===== config.mk =====
export PLATFORM = sky130hd
export DESIGN_NAME = bcd_digit_accumulator_flat
export DESIGN_NICKNAME = d
export VERILOG_FILES = /design/src/rtl/bcd_digit_accumulator_if.sv /design/src/rtl/bcd_digit_accumulator.sv /design/src/flat_wrapper.sv
export SDC_FILE = /design/constraint.sdc
export NUM_CORES = 1
export LEC_CHECK = 0
export BUFFER_PORTS_ARGS = -buffer_cell sky130_fd_sc_hd__buf_2
export CORE_ASPECT_RATIO = 0.75
export CORE_MARGIN = 2
export CORE_UTILIZATION = 39
export DETAILED_ROUTE_END_ITERATION = 6
export PLACE_DENSITY = 0.6
export SYNTH_ARGS = -nofsm -noshare
export SYNTH_HDL_FRONTEND = slang
export SYNTH_SLANG_ARGS = --single-unit

===== constraint.sdc =====
create_clock -name clk -period 3.3 [get_ports clk]
set_input_delay 0.495 -clock clk [delete_from_list [all_inputs] [get_ports clk]]
set_output_delay 0.495 -clock clk [all_outputs]
set_load 0.01 [all_outputs]

===== src/rtl/bcd_digit_accumulator_if.sv =====
// Handshake bundle between the BCD digit source, the accumulator and the
// consumer of the assembled binary word.
interface bcd_digit_accumulator_if #(
  parameter int OUT_W = 14
);
  logic             clear;
  logic [3:0]       digit;
  logic             digit_valid;
  logic             digit_ready;
  logic [OUT_W-1:0] bin_out;
  logic             bin_valid;
  logic             bin_ready;
  logic             bin_err;
  logic [3:0]       digit_cnt;

  // Source/consumer side: drives digits, flush and output backpressure.
  modport master (
    output clear, digit, digit_valid, bin_ready,
    input  digit_ready, bin_out, bin_valid, bin_err, digit_cnt
  );

  // Accumulator side.
  modport slave (
    input  clear, digit, digit_valid, bin_ready,
    output digit_ready, bin_out, bin_valid, bin_err, digit_cnt
  );
endinterface


===== src/rtl/bcd_digit_accumulator.sv =====
// Assembles NUM_DIGITS BCD digits (MSD first) into one unsigned binary word
// and flags words that contained a non-BCD code (10-15).
//
// state | meaning
// ------+---------------------------------------------------------------
// ACCUM | accepting digits, acc = acc*10 + digit on every accept
// HOLD  | complete word on bin_out, waiting for bin_ready; no digit accept
module bcd_digit_accumulator #(
  parameter int NUM_DIGITS = 4,
  parameter int OUT_W      = 14
) (
  input  logic                    clk,
  input  logic                    rst,
  bcd_digit_accumulator_if.slave  bus
);

  typedef enum logic {
    ACCUM = 1'b0,
    HOLD  = 1'b1
  } state_t;

  localparam logic [3:0] LAST_CNT = 4'(NUM_DIGITS - 1);

  state_t           state_q, state_d;
  logic [OUT_W-1:0] acc_q, acc_d;
  logic             err_acc_q, err_acc_d;
  logic [3:0]       cnt_q, cnt_d;
  logic [OUT_W-1:0] bin_out_q, bin_out_d;
  logic             bin_err_q, bin_err_d;

  logic             digit_ready;
  logic             accept;
  logic             digit_bad;
  logic [3:0]       digit_val;
  logic [OUT_W-1:0] acc_x10;
  logic [OUT_W-1:0] acc_next;
  logic             err_next;

  // Ready depends only on registered state plus the flush/reset inputs, never
  // on bin_ready, so no combinational path runs consumer -> producer.
  assign digit_ready = (state_q == ACCUM) && !rst && !bus.clear;
  assign accept      = bus.digit_valid && digit_ready;

  // Digit decode and the acc*10 + d datapath. The x10 is built from two
  // shifts; keeping only OUT_W bits is the same as truncating the wider sum,
  // and the width rule on OUT_W guarantees nothing is lost either way.
  always_comb begin
    digit_bad = 1'b0;
    digit_val = 4'd0;
    if (accept) begin
      digit_bad = (bus.digit > 4'd9);
      digit_val = digit_bad ? 4'd0 : bus.digit;
    end
    acc_x10  = (acc_q << 3) + (acc_q << 1);
    acc_next = acc_x10 + OUT_W'(digit_val);
    err_next = err_acc_q | digit_bad;
  end

  // Next-state and datapath updates; clear overrides every handshake.
  always_comb begin
    state_d   = state_q;
    acc_d     = acc_q;
    err_acc_d = err_acc_q;
    cnt_d     = cnt_q;
    bin_out_d = bin_out_q;
    bin_err_d = bin_err_q;

    case (state_q)
      ACCUM: begin
        if (accept) begin
          acc_d     = acc_next;
          err_acc_d = err_next;
          if (cnt_q == LAST_CNT) begin
            state_d   = HOLD;
            cnt_d     = 4'd0;
            bin_out_d = acc_next;
            bin_err_d = err_next;
          end else begin
            cnt_d = cnt_q + 4'd1;
          end
        end
      end
      HOLD: begin
        if (bus.bin_ready) begin
          state_d   = ACCUM;
          acc_d     = '0;
          err_acc_d = 1'b0;
        end
      end
      default: state_d = ACCUM;
    endcase

    if (bus.clear) begin
      state_d   = ACCUM;
      acc_d     = '0;
      err_acc_d = 1'b0;
      cnt_d     = 4'd0;
      bin_err_d = 1'b0;
    end
  end

  // State and datapath registers with synchronous reset.
  always_ff @(posedge clk) begin
    if (rst) begin
      state_q   <= ACCUM;
      acc_q     <= '0;
      err_acc_q <= 1'b0;
      cnt_q     <= 4'd0;
      bin_out_q <= '0;
      bin_err_q <= 1'b0;
    end else begin
      state_q   <= state_d;
      acc_q     <= acc_d;
      err_acc_q <= err_acc_d;
      cnt_q     <= cnt_d;
      bin_out_q <= bin_out_d;
      bin_err_q <= bin_err_d;
    end
  end

  assign bus.digit_ready = digit_ready;
  assign bus.bin_valid   = (state_q == HOLD);
  assign bus.bin_out     = bin_out_q;
  assign bus.bin_err     = bin_err_q;
  assign bus.digit_cnt   = cnt_q;

endmodule


===== src/flat_wrapper.sv =====
// flat-port wrapper written by rule: the top's interface ports become plain ports
module bcd_digit_accumulator_flat 
#(
  parameter int NUM_DIGITS = 4,
  parameter int OUT_W      = 14
)
  (clk, rst, bus_clear, bus_digit, bus_digit_valid, bus_bin_ready, bus_digit_ready, bus_bin_out, bus_bin_valid, bus_bin_err, bus_digit_cnt);
  bcd_digit_accumulator_if #(.OUT_W(OUT_W)) bus_i ();
  input  logic clk;
  input  logic rst;
  input wire logic [$bits(bus_i.clear)-1:0] bus_clear;
  input wire logic [$bits(bus_i.digit)-1:0] bus_digit;
  input wire logic [$bits(bus_i.digit_valid)-1:0] bus_digit_valid;
  input wire logic [$bits(bus_i.bin_ready)-1:0] bus_bin_ready;
  output wire logic [$bits(bus_i.digit_ready)-1:0] bus_digit_ready;
  output wire logic [$bits(bus_i.bin_out)-1:0] bus_bin_out;
  output wire logic [$bits(bus_i.bin_valid)-1:0] bus_bin_valid;
  output wire logic [$bits(bus_i.bin_err)-1:0] bus_bin_err;
  output wire logic [$bits(bus_i.digit_cnt)-1:0] bus_digit_cnt;
  assign bus_i.clear = bus_clear;
  assign bus_i.digit = bus_digit;
  assign bus_i.digit_valid = bus_digit_valid;
  assign bus_i.bin_ready = bus_bin_ready;
  assign bus_digit_ready = bus_i.digit_ready;
  assign bus_bin_out = bus_i.bin_out;
  assign bus_bin_valid = bus_i.bin_valid;
  assign bus_bin_err = bus_i.bin_err;
  assign bus_digit_cnt = bus_i.digit_cnt;
  bcd_digit_accumulator #(.NUM_DIGITS(NUM_DIGITS), .OUT_W(OUT_W)) u_core (.clk(clk), .rst(rst), .bus(bus_i));
endmodule

======== After elaboration in Yosys (flattened, before gate mapping) ========
Index checks and enable logic that the tools add are counted.
cells by class
  $add $sub $neg .......................... 3
  magnitude comparators ................... 1
  equal/unequal tests ..................... 3
  mux-type cells .......................... 14
  bitwise operators ....................... 2
  reduce and logical (&&, ||, !) cells .... 9
operators with widths
  kind                                                              number
  13-bit 2-to-1 mux                                                 2
  13-bit one-hot mux with 2 select lines                            1
  14-bit adder                                                      1
  14-bit by 4-bit adder with 14-bit output                          1
  4-bit 2-to-1 mux                                                  3
  1-bit 2-to-1 mux                                                  6
  4-bit by 1-bit adder with 4-bit output (second input constant)    1
  4-bit by 2-bit == test with 1-bit output (second input constant)  1
  4-bit > comparator (second input constant)                        1
  1-bit one-hot mux with 2 select lines                             2
  2-bit AND reduction                                               2
  1-bit logical AND                                                 3
  3-bit AND reduction                                               1
  1-bit zero test                                                   2
  2-bit by 1-bit != test with 1-bit output (second input constant)  1
  2-bit != test (second input constant)                             1
  2-bit OR reduction                                                1
  1-bit inverter                                                    1
  1-bit OR                                                          1
storage, ports and cells
  flip-flop bits (word level) ............. 34
  input port bits ......................... 9
  output and inout port bits .............. 21
  logic and storage cells ................. 38

======== Logic depth before layout (Yosys ltp) ========
Gate-level depths: netlist of run 1.
  depth in word-level cells ............... 8
  depth in mapped cells ................... 14
  mapped depth without buffers ............ 12

======== Worst setup path after synthesis of run 1 ========
No wires, ideal clock.
  path kind ............................... input -> register
  start point ............................. input port rst
  end point ............................... register u_core.acc_q[12]
  setup time .............................. 0.117 ns
  data arrival time ....................... 3.240 ns
  required time ........................... 3.183 ns
  setup slack ............................. -0.058 ns
  stages .................................. 14
  path buffers ............................ 2
  cells stage by stage .................... or2_1 buf_6 or3b_1 buf_2 nor3b_1 ha_1 ha_1 inv_1 fa_1 nor2b_1 o31ai_1 a211oi_1 or3_1 a32o_1
on the way
  cells in the longest elaborated chain, start to end .. 8
  elaborated cells between the ends (all ways) .. 11
  classes of those cells .................. add/sub: 1; eq/ne: 1; mux: 3; reduce/logical: 6
RTL lines
  what                                      RTL line                      RTL
  from (decl)                               flat_wrapper.sv:10            input logic rst;
  1-bit zero test                           bcd_digit_accumulator.sv:41   assign digit_ready = (state_q == ACCUM) && !rst && !bus.clear;
  1-bit logical AND (2 in series)           bcd_digit_accumulator.sv:41
  1-bit logical AND                         bcd_digit_accumulator.sv:42   assign accept = bus.digit_valid && digit_ready;
  4-bit 2-to-1 mux                          bcd_digit_accumulator.sv:50   if (accept) begin
  14-bit by 4-bit adder with 14-bit output  bcd_digit_accumulator.sv:55   acc_next = acc_x10 + OUT_W'(digit_val);
  13-bit 2-to-1 mux                         bcd_digit_accumulator.sv:70   if (accept) begin
  13-bit one-hot mux with 2 select lines    bcd_digit_accumulator.sv:68   case (state_q)
  to (signal assigned)                      bcd_digit_accumulator.sv:106  acc_q <= '0;
  to (signal assigned)                      bcd_digit_accumulator.sv:113  acc_q <= acc_d;
  to (decl)                                 bcd_digit_accumulator.sv:25   logic [OUT_W-1:0] acc_q, acc_d;
Parallel ways exist; a longest one is shown, timed or not. The select of a mux whose other input is x is not followed.
A chain may end at the register's enable or synchronous reset.

======== Worst setup path after layout of run 1 ========
  start point ............................. input port rst
  end point ............................... register u_core.bin_out_q[12], in the netlist u_core.bus.bin_out[12]
on the way
  cells in the longest elaborated chain, start to end .. 6
  elaborated cells between the ends (all ways) .. 7
  classes of those cells .................. add/sub: 1; mux: 1; reduce/logical: 5
RTL lines
  what                                      RTL line                      RTL
  1-bit zero test                           bcd_digit_accumulator.sv:41
  1-bit logical AND (2 in series)           bcd_digit_accumulator.sv:41
  1-bit logical AND                         bcd_digit_accumulator.sv:42
  4-bit 2-to-1 mux                          bcd_digit_accumulator.sv:50
  14-bit by 4-bit adder with 14-bit output  bcd_digit_accumulator.sv:55
  to (signal assigned)                      bcd_digit_accumulator.sv:116  bin_out_q <= bin_out_d;
  to (decl)                                 bcd_digit_accumulator.sv:28   logic [OUT_W-1:0] bin_out_q, bin_out_d;
Parallel ways exist; a longest one is shown, timed or not.

==> results of run 1 <==
==> worst reg2reg max path, stage by stage, from the launching register on <==
cell and delay (ns):
dfxtp_1 0.39, nor4b_4 0.36, nand3_1 0.17, fa_1 0.52
inv_1 0.05, ha_1 0.26, a21o_1 0.14, nand3_1 0.11
a211oi_1 0.55, o21ai_0 0.17, a32o_1 0.27
==> area by class of cell <==
class                      count  area (um2)
clock buffer                   7        86.3
clock inverter                 1        5.00
fill                         496        2510
inverter                       9        33.8
multi-input combinational    184        1310
sequential                    34         681
tap                           72        90.1
timing repair buffer          45         265
==> cell families (layout without fill, tap and decap cells) <==
kind of cell | Yosys count | after routing | share of synthesized area (%)
AOI/OAI and AO/OA | 63 | 63 | 20.4
xor gates and xnor gates | 6 | 6 | 2.55
adders and majority gates | 25 | 25 | 15.9
buffers and inverters | 19 | 62 | 4.13
DFF | 34 | 34 | 33.0
and+or+nand+nor | 90 | 90 | 24.0
==> routing by layer <==
layer  track usage [%]  share of wire [%]  routed length, um
met1              29.8                 58               2970
met2              26.8                 39               1980
met3              3.72                2.8                144
met5                 0                  0                  0
met4              4.04               0.68                 35
==> sequential cells by signal, summed over array words and instances, names as in the netlist <==
signal,count
u_core.bus.bin_valid,1
u_core.bus.bin_err,1
u_core.bus.digit_cnt,4
u_core.err_acc_q,1
u_core.bus.bin_out,14
u_core.acc_q,13
==> through the flow <==
stage               hold slack [ns]  power (uW)  worst slack, ns  util [%]  setup TNS, ns
finish                        0.456         776            0.199      49.7              0
global route                  0.472         807           0.0143      49.7              0
CTS                           0.458         783            0.204      49.7              0
detailed placement            0.448         462          -0.0880      47.8         -0.169
global placement              0.443         462          -0.0280      47.8        -0.0390
floorplan                     0.446         446           0.0116         -              0
==> worst paths after layout <==
kind	to	slack [ns]	startpoint	cells past startpoint
min	u_core.bus.bin_out[7]$_SDFFE_PP0P_	0.46	u_core.bus.bin_out[7]$_SDFFE_PP0P_	2
max	u_core.bus.bin_out[12]$_SDFFE_PP0P_	0.20	rst	13
min reg2reg	u_core.bus.bin_out[7]$_SDFFE_PP0P_	0.46	u_core.bus.bin_out[7]$_SDFFE_PP0P_	2
max reg2reg	u_core.acc_q[11]$_SDFFE_PP0P_	0.21	u_core.bus.bin_valid$_SDFF_PP0_	10
==> cell usage in the layout (no fill, tap or decap), types with 2 or more instances in the layout <==
cell and count:
nand3b_1 6, or3_1 8, xor2_1 2, a211oi_1 3, xnor2_1 4, a21oi_1 23
o31ai_1 2, nand3_1 19, nor2_1 12, a22o_1 3, nor3b_1 4, buf_2 29
inv_1 8, buf_4 16, o211ai_1 2, nand2_1 21, nor3_1 7, ha_1 22
a32o_1 4, a21o_1 4, nor3b_2 2, and3_1 3, clkbuf_8 6, o21ai_0 11
dfxtp_1 34
==> power by group through the flow <==
stage / combinational (uW) / clock (uW) / sequential (uW)
floorplan: 24.6 / 0 / 422
detailed placement: 40.5 / 0 / 422
global route: 44.8 / 350 / 412
CTS: 40.6 / 331 / 412
finish: 40.3 / 323 / 412
global placement: 40.2 / 0 / 422
==> results_dict.tcl, run 1 <==
set metrics [dict create \
    skew_ns 0.00560 \
    synth_commonest_cells "dfxtp_1, a21oi_1, ha_1, nand2_1, nand3_1" \
    post_cts_buffers 0 \
    fp.dieW_um 88.0 \
    place_congestion 0.774 \
    netlist_area_um2 2060 \
    critical_path_class "in2reg" \
    drive_gt1_share_pct 22.9 \
    cp_slowest_cell "or3b_1" \
    critPathMaxFanout 3 \
    slowest_delay_ns 0.44 \
    vias 1859 \
    antenna_found_initial 0 \
    cts_sinks 34 \
    drt-initial-drc-count 76 \
    htree_levels 2 \
    seqPwrFrac_pct 53.1 \
    p_per_area_nw_per_um2 313 \
    grt_usage_pct 19.2 \
    numCtsBuffers 5 \
    core_area_um2 4980 \
    max_slew_margin_pct 50.2 \
    grt_max_degree 21 \
    grt_pass1_vias 1708 \
    cp_cell_sequence "buf_2 -> or2_1 -> or3b_1 -> nor3b_2 -> ha_1 -> ha_2 -> inv_2 -> fa_2 -> nor2b_2 -> o31ai_2 -> a211oi_1 -> or3_1 -> a31o_2" \
    rows 22 \
    placedCellCount 344 \
    die-area_um2 5890 \
    end_kind "flip-flop" \
    grt_pass1_wl_mm 8.54 \
    cts_tree "done" \
    final_cell_area_um2 2470 \
    io_pins 30 \
    timing.final.crit_share_pct 94.0 \
    syn_to_final_growth_pct 20.0 \
    report.final.slew_viol_count 0 \
    synth_top_area_share_pct 33.0 \
    place_area_um2 2380 \
    detail_route.vias_per_cell 5.28 \
    seq_area_frac_synth_pct 33.0 \
    nNetsFinal 313 \
    wire_per_inst_um 14.6 \
    synth-seq-cells 34 \
    start_util_pct 41.4 \
    power.share.clock_pct 41.7 \
    post-synth-top-count-cell "dfxtp_1" \
    synth_edf_count 0 \
    synth_area_leader_cell "dfxtp_1" \
    power_leakage_uw 0.00113 \
    syn_area_per_cell_um2 8.70 \
    worstMarginPinSlew_ns 0.743 \
    ys.flop_type "dfxtp_1" \
    rsz0062_at_grt "false" \
    die_y_um 67.0 \
    hold_violations 0 \
    synthTopCellsByArea "dfxtp_1, ha_1, a21oi_1" \
    port_buffers 29 \
    hp-class "reg2reg" \
    ys_warn_count 0 \
    fmax_mhz 322 \
    period_minus_slack_ns 3.10 \
    grt_overflow_total 0 \
    cap_violations 0 \
    outcome "complete, no violations" \
    synthArstFlopShare_pct 0 \
    finalWirelength_mm 5.13 \
    critical_path_buf_inv_count 2 \
    fin_cells 352 \
    setup_violations 0 \
    synth_fp_nets 271 \
    cp.required_ns 3.48 \
    worst_ir_drop_vdd_mv 0.123 \
    clk_latency_ns 0.28 \
    p_sw_share_pct 23.2 \
    intPower_uw 596 \
    critPathArrivalTime_ns 3.28 \
    diodes 0 \
    ctsResizeCount 0 \
    hold_buffers 0 \
    drc 0 \
    dr.pass1.iters 4 \
    hpwlAfterDp_mm 3.94 \
    ant_nets 0 \
    switchingPower_uw 180 \
    cp-start-kind "input port" \
    combPwrFrac_pct 5.2 \
    clock_path_buffers 2 \
    path_clk_slew_ns 0.08 \
    yosysUniqueCellTypes 44 \
    synthCells 237 \
    ctsRootBufferMaster "clkbuf_8" \
    path_delay_family "simple AND/OR/NAND/NOR gates" \
]
No activity file was read; power rests on OpenSTA's default activity.
==> inputs of run 2 (changes only) <==
--- a/config.mk
+++ b/config.mk
@@ -5,6 +5,7 @@
 export SDC_FILE = /design/constraint.sdc
 export NUM_CORES = 1
 export LEC_CHECK = 0
+export ABC_AREA = 1
 export BUFFER_PORTS_ARGS = -buffer_cell sky130_fd_sc_hd__buf_2
 export CORE_ASPECT_RATIO = 0.75
 export CORE_MARGIN = 2
==> run 2 against run 1 <==
Maximum frequency rose by 11%. Via count up 9.8%. Worst hold slack improved by 0.015 ns. Clock-buffer cell count unchanged.
==> results_dict.tcl, run 2 <==
set metrics [dict create \
    outcome "complete, no violations" \
    yosys.area_share.adder_pct 14.8 \
    grt_usage_pct 17.2 \
    grt_max_degree 22 \
    post-synth-top-count-cell "nand2_1" \
    wire_per_inst_um 12.2 \
    synth_commonest_cells "nand2_1, inv_1, dfxtp_1, nor2_1" \
    worst_ir_drop_vdd_mv 0.239 \
    netlist_area_um2 2220 \
    htree_levels 2 \
    rsz0062_at_grt "false" \
    drive_gt1_share_pct 14.2 \
    min_to "u_core.bus.bin_out[2]$_SDFFE_PP0P_" \
    startpoint "rst" \
    cp.required_ns 3.48 \
    cts_sinks 34 \
    die-area_um2 6310 \
    synth-seq-cells 34 \
    synth_top_family_by_area "simple AND/OR/NAND/NOR gates" \
    fin_cells 427 \
    synthTopCellsByArea "dfxtp_1, nand2_1, ha_1" \
    numCtsBuffers 5 \
    yosysUniqueCellTypes 31 \
    r2r_slack_ns 0.63 \
    place_congestion 0.843 \
    setup_tns_ns 0 \
    critPathArrivalTime_ns 2.98 \
    die_y_um 69.3 \
    synth_top_area_share_pct 30.7 \
    r2r-end "u_core.acc_q[9]$_SDFFE_PP0P_" \
    power_leakage_uw 0.00133 \
    syn_to_final_growth_pct 13.3 \
    grt_overflow_total 0 \
    nNetsFinal 385 \
    final_common_cell "nand2_1" \
    io_pins 30 \
    report.final.slew_viol_count 0 \
    max_slew_margin_pct 65.1 \
    clock_path_buffers 2 \
    hpwlAfterDp_mm 4.18 \
    path_common_cell "nand3_1" \
    antenna_found_initial 0 \
    timing.final.crit_share_pct 84.8 \
    start_util_pct 41.0 \
    critPathMaxFanout 11 \
    end_kind "flip-flop" \
    ctsResizeCount 0 \
    synthArstFlopShare_pct 0 \
    hp-class "reg2reg" \
    rr_worst_depth 12 \
    p_per_area_nw_per_um2 308 \
    cp-start-kind "input port" \
    synth_edf_count 0 \
    synth_area_leader_cell "dfxtp_1" \
    syn_area_per_cell_um2 6.93 \
    grt_pass1_wl_mm 8.61 \
    hold_buffers 0 \
    setup_violations 0 \
    largest_reg_flops 14 \
    grt_pass1_vias 1880 \
    fmax_mhz 357 \
    ant_nets 0 \
    worstMarginPinSlew_ns 0.522 \
    reg2reg_from "u_core.bus.bin_valid$_SDFF_PP0_" \
    synth.area.mux_share_pct 0 \
    skew_ns 0.00531 \
    placedCellCount 419 \
    diodes 0 \
    finalWirelength_mm 5.20 \
    num-fill-cells 600 \
    cp_slowest_cell "fa_1" \
    seq_area_frac_synth_pct 30.7 \
    post_cts_buffers 0 \
    hold_violations 0 \
    detail_route.vias_per_cell 4.78 \
    core_area_um2 5410 \
    cts_tree "done" \
    drt-initial-drc-count 98 \
    ys_warn_count 0 \
    ctsRootBufferMaster "clkbuf_8" \
    ys.flop_type "dfxtp_1" \
    dr.pass1.iters 4 \
    synth_fp_nets 354 \
    drc 0 \
    slowest_delay_ns 0.55 \
    port_buffers 29 \
    critical_path_class "in2reg" \
    period_minus_slack_ns 2.80 \
    rows 23 \
    path_clk_slew_ns 0.07 \
    cp_cell_sequence "buf_2 -> or2_4 -> nor3_4 -> nand4_1 -> fa_1 -> inv_1 -> ha_1 -> nand3_1 -> nand3_1 -> nand2_1 -> nand2_1 -> or2_2 -> nand3_1 -> a21oi_1" \
    yosys.area_share.xor_xnor_pct 2.37 \
    hold_depth 2 \
    synthCells 320 \
    fp.dieW_um 91.1 \
    vias 2041 \
    clk_latency_ns 0.29 \
    layout_common_cells "nand2_1, inv_1, nor2_1, dfxtp_1, buf_2" \
    synth-compound-area-share_pct 9.64 \
    cap_violations 0 \
    synth-simple-area-share_pct 32.3 \
    min-delay-start "u_core.bus.bin_out[2]$_SDFFE_PP0P_" \
]
## run 2: cell type report
| cell class | count | area (um2) | share of cell area, % |
|---|---|---|---|
| clock buffers | 7 | 86.3 | 3.43 |
| clock inverters | 1 | 5.00 | 0.199 |
| inverters | 45 | 169 | 6.72 |
| multi-input cells | 233 | 1310 | 52.2 |
| flip-flops and latches | 34 | 681 | 27.1 |
| well taps | 75 | 93.8 | 3.73 |
| repair buffers | 32 | 168 | 6.67 |
## run 2: worst max-delay path, delay by kind of cell
kind / cells / cell delay, ns
fa+ha+maj: 2 / 0.86
buf+inv: 2 / 0.16
compound gates: 1 / 0.06
simple gates: 9 / 1.41
## run 2: worst max-delay path by stage
stage                                   endpoint  depth (start not counted)
floorplan           u_core.acc_q[9]$_SDFFE_PP0P_                         14
global placement    u_core.acc_q[9]$_SDFFE_PP0P_                         14
detailed placement  u_core.acc_q[9]$_SDFFE_PP0P_                         14
CTS                 u_core.acc_q[9]$_SDFFE_PP0P_                         14
global route        u_core.acc_q[9]$_SDFFE_PP0P_                         14
finish              u_core.acc_q[9]$_SDFFE_PP0P_                         14
## run 2: per-layer routing
metal  track usage (%)  wire [um]  vias to the layer above  share of wire (%)
li1                  -          -                     1076                  -
met1              22.9       2520                      901                 48
met2              26.3       2300                       49                 44
met3              4.24        252                       15                4.8
met4              8.08        132                        0                2.5
met5                 0          0                        -                  0
## run 2: cells by family (layout without fill, tap and decap cells)
kind of cell | after synthesis | after routing
xor gates and xnor gates | 6 | 6
and+or+nand+nor | 164 | 164
DFF | 34 | 34
adders and majority gates | 25 | 25
AOI/OAI and AO/OA | 38 | 38
buffers and inverters | 53 | 85
## run 2: stage by stage
step	util (%)	instance area, um2	hold slack [ns]	setup slack, ns	total power [uW]
3_3_place_gp	44.8	2420	0.451	0.257	460
3_5_place_dp	44.8	2420	0.459	0.214	460
4_1_cts	46.5	2510	0.467	0.512	784
5_1_grt	46.5	2510	0.485	0.341	806
6_report	46.5	2510	0.471	0.502	773
2_1_floorplan	-	2220	0.447	0.237	445
## run 2: where the power goes
part	internal, uW	total [uW]	switching (uW)
clock	168	323	154
combinational	12.8	38.7	25.9
sequential	411	412	0.696
==> inputs of run 3 (changes only) <==
--- a/config.mk
+++ b/config.mk
@@ -5,13 +5,13 @@
 export SDC_FILE = /design/constraint.sdc
 export NUM_CORES = 1
 export LEC_CHECK = 0
-export ABC_AREA = 1
+export ABC_AREA = 0
 export BUFFER_PORTS_ARGS = -buffer_cell sky130_fd_sc_hd__buf_2
 export CORE_ASPECT_RATIO = 0.75
 export CORE_MARGIN = 2
 export CORE_UTILIZATION = 39
 export DETAILED_ROUTE_END_ITERATION = 6
-export PLACE_DENSITY = 0.6
+export PLACE_DENSITY = 0.58
 export SYNTH_ARGS = -nofsm -noshare
 export SYNTH_HDL_FRONTEND = slang
 export SYNTH_SLANG_ARGS = --single-unit
==> constraint.sdc (replaced) <==
create_clock -name clk -period 2.8 [get_ports clk]
set_input_delay 0.42 -clock clk [delete_from_list [all_inputs] [get_ports clk]]
set_output_delay 0.42 -clock clk [all_outputs]
set_load 0.01 [all_outputs]
==> run 3 against run 2 <==
The run now ends with setup timing left. Global-route usage increased by 3.1 points. Routed wire length increased by 8.1%. First-iteration DRC count decreased by 4.1%. Register-to-register slack got worse by 0.63 ns. Non-clock buffer count increased by 17. Die area decreased by 6.7%. Clock-buffer cell count decreased by 1. Utilization increased by 6.7 points. Clock skew increased by 0.0013 ns. Worst setup slack got worse by 0.61 ns. Via count decreased by 5.0%. Sequential power increased by 18%. Largest cell class unchanged.
==> results_dict.tcl, run 3 (synthesis results as in run 1) <==
set metrics [dict create \
    cp_cell_sequence "buf_6 -> or2_4 -> or3b_4 -> nor3b_2 -> ha_1 -> ha_4 -> inv_2 -> fa_2 -> nor2b_4 -> o31ai_4 -> a211oi_2 -> or3_1 -> a32o_1" \
    hpwlAfterDp_mm 4.04 \
    cts_sinks 34 \
    cp_slowest_cell "or3b_4" \
    grt_overflow_total 0 \
    finalWirelength_mm 5.63 \
    numCtsBuffers 5 \
    outcome "complete, but fails checks" \
    die_y_um 67.0 \
    cp-start-kind "input port" \
    setup_violations 6 \
    clk_latency_ns 0.29 \
    critical_path_class "in2reg" \
    worst_ir_drop_vdd_mv 0.157 \
    cp.required_ns 2.98 \
    drt-initial-drc-count 94 \
    antenna_found_initial 0 \
    report.final.slew_viol_count 0 \
    whs_ns 0.396 \
    rows 22 \
    hold_violations 0 \
    fin_cells 355 \
    vias 1938 \
    grt_usage_pct 20.4 \
    io_pins 30 \
    start_util_pct 41.4 \
    path_clk_slew_ns 0.07 \
    period_minus_slack_ns 2.91 \
    core_area_um2 4980 \
    ant_nets 0 \
    clock_path_buffers 2 \
    p_per_area_nw_per_um2 383 \
    rsz0062_at_grt "true" \
    power_leakage_uw 0.00116 \
    cts_tree "done" \
    dr.pass1.iters 4 \
    critPathMaxFanout 3 \
    postLayoutCoreUtil_pct 53.1 \
    syn_to_final_growth_pct 28.4 \
    violations "setup timing" \
    worstMarginPinSlew_ns 0.796 \
    timing.final.crit_share_pct 104 \
    critPathArrivalTime_ns 3.09 \
    setup_ws_ns -0.109 \
    place_congestion 0.860 \
    drc 0 \
    htree_levels 2 \
    grt_pass1_wl_mm 9.05 \
    final_common_cell "dfxtp_1" \
    diodes 0 \
    nNetsFinal 317 \
    wire_per_inst_um 15.8 \
    hp-class "in2reg" \
    largest_reg_flops 14 \
    grt_max_degree 21 \
    die-area_um2 5890 \
    fp.dieW_um 88.0 \
    max_slew_margin_pct 46.7 \
    port_buffers 29 \
    ctsRootBufferMaster "clkbuf_8" \
    layout_common_cells "dfxtp_1, buf_2, nand2_1, ha_1, a21oi_1" \
    skew_ns 0.00658 \
    slowest_delay_ns 0.40 \
    cap_violations 0 \
    detail_route.vias_per_cell 5.46 \
    placedCellCount 345 \
    drive_gt1_share_pct 30.7 \
    end_kind "flip-flop" \
    setup_tns_ns -0.306 \
    fmax_mhz 344 \
    grt_pass1_vias 1773 \
]
## run 3: changes by cell type in the layout (fill, tap and decap cells not counted), moves of 5 or more
| cell | before | now |
|---|---|---|
| nand2_1 | 93 | 21 |
| inv_1 | 44 | 8 |
| nor2_1 | 34 | 12 |
| buf_4 | 3 | 18 |
| nand3_1 | 22 | 13 |
| nand3_2 | 0 | 7 |
| or3_1 | 0 | 7 |
| nand3b_1 | 0 | 6 |
| nor3_1 | 2 | 7 |
## run 3: worst max-delay path, delay by kind of cell
family,cells,cell delay (ns)
fa+ha+maj,3,0.67
compound gates,3,0.60
simple gates,5,1.23
buf+inv,2,0.15
## run 3: worst paths after layout
check / start / endpoint / slack, ns / cells after the start
worst max-delay path: rst / u_core.acc_q[12]$_SDFFE_PP0P_ / -0.11 / 13
worst min-delay path: bus_digit[0] / u_core.acc_q[0]$_SDFFE_PP0P_ / 0.40 / 3
worst max register to register: u_core.bus.bin_valid$_SDFF_PP0_ / u_core.acc_q[12]$_SDFFE_PP0P_ / 0 / 11
worst min register to register: u_core.bus.bin_out[5]$_SDFFE_PP0P_ / u_core.bus.bin_out[5]$_SDFFE_PP0P_ / 0.45 / 2
## run 3: final cells by class
class	instances	area (um2)
clock inverters	1	30.0
repair buffers	49	315
multi-input cells	184	1410
clock buffers	6	82.6
fillers	473	2330
well taps	72	90.1
flip-flops and latches	34	682
inverters	9	33.8
## run 3: power by group
part | switching (uW) | total, uW | leakage [uW] | internal [uW]
clock | 187 | 472 | 0.0000573 | 285
sequential | 1.19 | 486 | 0.000274 | 485
combinational | 31.8 | 56.7 | 0.000833 | 24.9
total | 220 | 1010 | 0.00116 | 794
## run 3: stage by stage
stage	instance area [um2]	power (uW)	worst slack (ns)
2_1_floorplan	2110	527	-0.388
5_1_grt	2650	1050	-0.174
4_1_cts	2580	1020	-0.0396
6_report	2650	1010	-0.109
3_3_place_gp	2410	547	-0.409
3_5_place_dp	2410	547	-0.459
## run 3: per-layer routing
layer  track usage (%)  part of all wire, %  vias to the layer above
li1                  -                    -                      968
met1              31.7                   54                      914
met2              28.3                   40                       49
met3              3.47                  5.2                        7
met4              5.19                 0.76                        0
met5                 0                    0                        -
## run 3: timing repair
| item | 4_1_cts | 5_1_grt |
|---|---|---|
| gates cloned | 0 | 0 |
| resized for setup | 9 | 17 |
| endpoints found under the setup margin | 6 | 14 |
| buffers inserted | 2 | 1 |
| pin swaps | 9 | 11 |
| hold buffers | 0 | 0 |
